**src/rtl/cnt_pkg.sv**
```systemverilog
// Shared constants for the counter family: default width and legal width range.
package cnt_pkg;
    localparam int CNT_WIDTH_DEF = 4;
    localparam int CNT_WIDTH_MIN = 2;
    localparam int CNT_WIDTH_MAX = 8;

    function automatic bit cnt_width_ok(input int w);
        return (w >= CNT_WIDTH_MIN) && (w <= CNT_WIDTH_MAX);
    endfunction
endpackage

```
**src/rtl/tff_ar.sv**
```systemverilog
// T flip-flop with asynchronous active-low reset; toggles on a rising edge when t is high.
module tff_ar (
    input  logic clk,
    input  logic nrst,
    input  logic t,
    output logic q
);
    always_ff @(posedge clk or negedge nrst) begin
        if (!nrst)  q <= 1'b0;
        else if (t) q <= ~q;
    end
endmodule

```
**src/rtl/downcnt_tff.sv**
```systemverilog
// Loadable down-counter built from T flip-flops, with wrap / stop-at-zero modes
// and a registered done pulse on a counted 1 -> 0 step.
module downcnt_tff
    import cnt_pkg::*;
#(
    parameter int WIDTH = CNT_WIDTH_DEF
) (
    input  logic             clk,
    input  logic             nrst,
    input  logic             en,
    input  logic             load,
    input  logic [WIDTH-1:0] d,
    input  logic             oneshot,
    output logic [WIDTH-1:0] q,
    output logic             zero,
    output logic             done
);
    logic [WIDTH-1:0] t;
    logic [WIDTH-1:0] bz;
    logic             cnt;

    if (!cnt_width_ok(WIDTH)) begin : g_bad_width
        $error("downcnt_tff: WIDTH out of range");
    end

    assign zero = (q == '0);
    // A counted edge: enabled, not overridden by load, not parked at zero in one-shot mode.
    assign cnt  = en & ~load & ~(oneshot & zero);

    // bz[i] is high when every bit below i is zero, i.e. a borrow reaches bit i.
    assign bz[0] = 1'b1;
    for (genvar i = 1; i < WIDTH; i++) begin : g_borrow
        assign bz[i] = bz[i-1] & ~q[i-1];
    end

    for (genvar i = 0; i < WIDTH; i++) begin : g_bit
        assign t[i] = load ? (q[i] ^ d[i]) : (cnt & bz[i]);
        tff_ar u_tff (
            .clk  (clk),
            .nrst (nrst),
            .t    (t[i]),
            .q    (q[i])
        );
    end

    always_ff @(posedge clk or negedge nrst) begin
        if (!nrst) done <= 1'b0;
        else       done <= cnt & (q == WIDTH'(1));
    end
endmodule

```
**config.mk**
```make
export PLATFORM = sky130hd
export DESIGN_NAME = downcnt_tff
export DESIGN_NICKNAME = d
export VERILOG_FILES = /design/src/rtl/cnt_pkg.sv /design/src/rtl/tff_ar.sv /design/src/rtl/downcnt_tff.sv
export SDC_FILE = /design/constraint.sdc
export NUM_CORES = 1
export LEC_CHECK = 0
export CAP_MARGIN = 20
export CORE_AREA = 2 2 39 41
export DETAILED_ROUTE_END_ITERATION = 7
export DIE_AREA = 0 0 41 43
export HOLD_SLACK_MARGIN = 0.15
export PLACE_DENSITY = 0.62
export REMOVE_ABC_BUFFERS = 1
export SYNTH_ARGS = -nofsm -noshare
export SYNTH_HDL_FRONTEND = slang
export SYNTH_SLANG_ARGS = --single-unit
```
**constraint.sdc**
```tcl
create_clock -name clk -period 1.6 [get_ports clk]
set_input_delay 0.32 -clock clk [delete_from_list [all_inputs] [get_ports clk]]
set_output_delay 0.32 -clock clk [all_outputs]
set_load 0.01 [all_outputs]
```
==> impl_metrics.csv <==
group,metric,value,unit
setup_path,sort_of_element_at_the_start_of_the_critical_path,"register",
grt,grt_pass1_wl,1.22,mm
clock_tree,cts_hold_repair.buffers,0,
power_and_ir_drop,vdd_ir_drop_max,0.198,mV
finish,final_cells,64,
clock_tree,path_clk_slew,0.04,ns
logic_synthesis,synth.ff_latch_count,5,
setup_path,crit_required,1.28,ns
power_and_ir_drop,static-leakage-power,0.232,nW
logic_synthesis,yosys.cell_types.count,19,
timing,clock_skew,0.00248,ns
place,hpwl,577,um
power_and_ir_drop,design_power_total,0.415,mW
floorplanning,fp.dieH,43,um
logic_synthesis,syn-instance-count,30,
timing,timing.slew.headroom,79.7,%
setup_path,worst_setup_path_end_kind,"output pin",
logic_synthesis,ys_seq_area_share,38.9,%
power_and_ir_drop,power-per-cell-area,818,nW/um^2
drt,detailedRoute.firstIterationViolations,6,
clock_tree,clock_insertion_delay_worst_skew,0.24,ns
place,gpl_congestion,0.784,
place,cell_count_post_placement,60,
setup_path,critical_path_arrival,1.22,ns
hold_path,hold_path_class,"input port to async pin",
drt,wire_per_inst,11.0,um
drt,vias,292,
clock_tree,clock_tree.htree_level_count,1,
flow_run,max-cap-violations,0,
timing,hold_violations,0,
clock_tree,cts_buffer_depth,2,
outcome,status,"completed",
drt,drt_wl_total,704,um
place,port_buffers,14,
timing,period_needed,1.54,ns
timing,min_period_over_period,96.2,%
setup_path,worst_path_largest_cell_delay,0.53,ns
grt,vias_in_the_first_global_route,300,
setup_path,cell_breakdown_of_the_critical_path,"buf_4, clkdlybuf4s50_1",
finish,layout.nets,58,
place,detailedPlace.worstSlack,-0.00727,ns
finish,synthToLayoutAreaGrowth,57.6,%
grt,largest_net_degree_at_the_start_of_global_routing,8,
clock_tree,tritoncts_num_sinks,5,
floorplanning,initial_core_util,23.2,%
clock_tree,clock_tree.root_cell,"clkbuf_4",
clock_tree,postCtsSetupBuffers,0,
grt,antenna_violations_before_repair,0,
setup_path,crit-reg2reg-capture,"g_bit[2].u_tff.q",
setup_path,reg2reg_setup_slack,0.29,ns
setup_path,critPathMaxFanout,4,
floorplanning,core_area,1380,um^2
clock_tree,cts_buffers,3,
drt,post-route-drc-count,0,
setup_path,worst_reg2reg_path_startpoint,"g_bit[0].u_tff.q",
setup_path,crit_slowest_cell,"clkdlybuf4s50_1",
floorplanning,die_w,41,um
grt,globalRouteOverflowTotal,0,
timing,tightest_slew,0.304,ns
clock_tree,cts_tree,"yes",
grt,grtUsageTotal,10.8,%
floorplanning,core.rowCount,14,
floorplanning,boundaryPins,15,
setup_path,timing_worst_setup_path_type,"register to output pin",
floorplanning,die-area,1760,um^2
drt,postRouteAntennaNets,0,
timing,finalSetupViolations,0,
drt,avgViaCountPerCell,4.56,
logic_synthesis,post_synth.cell_area_avg,10.7,um^2
finish,drive_above_1_share,25.0,%
timing,postLayoutSetupSlackWorst,0.0616,ns
setup_path,rr_worst_depth,4,
timing,unrepaired_setup_endpoints_after_global_routing,"false",
logic_synthesis,ys.warnings.count,0,
logic_synthesis,total_standard_cell_area_after_synthesis,322,um^2
finish,antenna-diode-count,0,
drt,first_pass_iters,4,
timing,fmaxAchievable,650,MHz
timing,report.final.slew_viol_count,0,
final cells by class:
cell class / count / area [um^2]
repair buffers: 19 / 180
well taps: 16 / 20.0
multi-input cells: 19 / 151
flip-flops and latches: 5 / 125
inverters: 1 / 3.75
clock buffers: 4 / 26.3
fillers: 153 / 877
cell families after synthesis:
family / synth area share, %
AND/OR/NAND/NOR: 25.3
AO/OA/AOI/OAI: 21.8
buffers and inverters: 14.0
flip-flops: 38.9
where the power goes:
part           leakage, nW  total, mW  switching (mW)  internal (mW)
clock network       0.0150      0.141          0.0466         0.0939
registers           0.0618      0.145         0.00623          0.139
logic                0.155      0.129          0.0542         0.0744
worst max-delay path, delay by kind of cell (launching register included):
family	cells	cell delay, ns
DFF	1	0.34
buffers and inverters	2	0.65
registers in the layout (all words and copies together), names as in the netlist:
signal         cells
done               1
g_bit.u_tff.q      4
per-stage QoR:
stage	setup TNS [ns]	utilization, %	area [um^2]	hold slack [ns]
2_1_floorplan	0	-	280	0.0244
3_3_place_gp	0	34.5	478	0.553
3_5_place_dp	-0.00727	34.5	478	0.556
4_1_cts	0	36.3	502	0.300
5_1_grt	0	36.6	507	0.320
6_report	0	36.6	507	0.298
Yosys cell counts:
master,count,area (um^2)
nor3b_1,2,15.0
a21oi_1,1,5.00
a2bb2oi_1,1,8.76
a211o_1,1,8.76
a211oi_1,1,7.51
nand2_1,2,7.51
or3_4,1,11.3
dfrtp_1,5,125
o211ai_1,2,15.0
and4_2,1,10.0
inv_1,1,3.75
or3_1,2,12.5
o311ai_0,1,8.76
buf_6,1,11.3
nor3_1,1,5.00
nor4_1,1,6.26
buf_4,4,30.0
nand2b_4,1,13.8
o311ai_2,1,16.3
cell usage in the layout, fill, tap and decap left out:
master,n
a211o_1,1
a2bb2oi_1,1
inv_1,1
or3_4,1
o311ai_0,1
or3_1,2
buf_4,5
dlygate4sd2_1,2
nand2b_4,1
clkdlybuf4s50_1,10
dlymetal6s2s_1,2
a211oi_1,1
nor4_1,1
nand2_1,2
and4_2,1
o211ai_1,2
nor3_1,1
clkbuf_4,3
dfrtp_1,5
a21oi_1,1
nor3b_1,2
o311ai_2,1
clkbuf_1,1
repair_timing:
| item | 4_1_cts | 5_1_grt |
|---|---|---|
| setup endpoints to repair | 2 | 2 |
| resized for setup | 2 | 2 |
| gates cloned | 0 | 0 |
worst max-delay path by stage:
stage                     start          endpoint  slack, ns  cells past startpoint
2_1_floorplan  g_bit[1].u_tff.q              zero       0.37                      1
3_3_place_gp                 en  g_bit[2].u_tff.q       0.02                      4
3_5_place_dp                 en  g_bit[2].u_tff.q     -0.007                      4
4_1_cts        g_bit[2].u_tff.q              q[2]      0.009                      2
5_1_grt        g_bit[0].u_tff.q              q[0]       0.01                      2
6_report       g_bit[0].u_tff.q              q[0]       0.06                      2
routing by layer:
| metal | wire [um] | vias up | GRT usage (%) |
|---|---|---|---|
| met3 | 65 | 0 | 0.524 |
| li1 | - | 148 | - |
| met4 | 0 | 0 | 12.7 |
| met5 | 0 | - | 0 |
| met1 | 313 | 128 | 13.6 |
| met2 | 325 | 16 | 14.1 |
No activity file was read; power rests on OpenSTA's default activity.
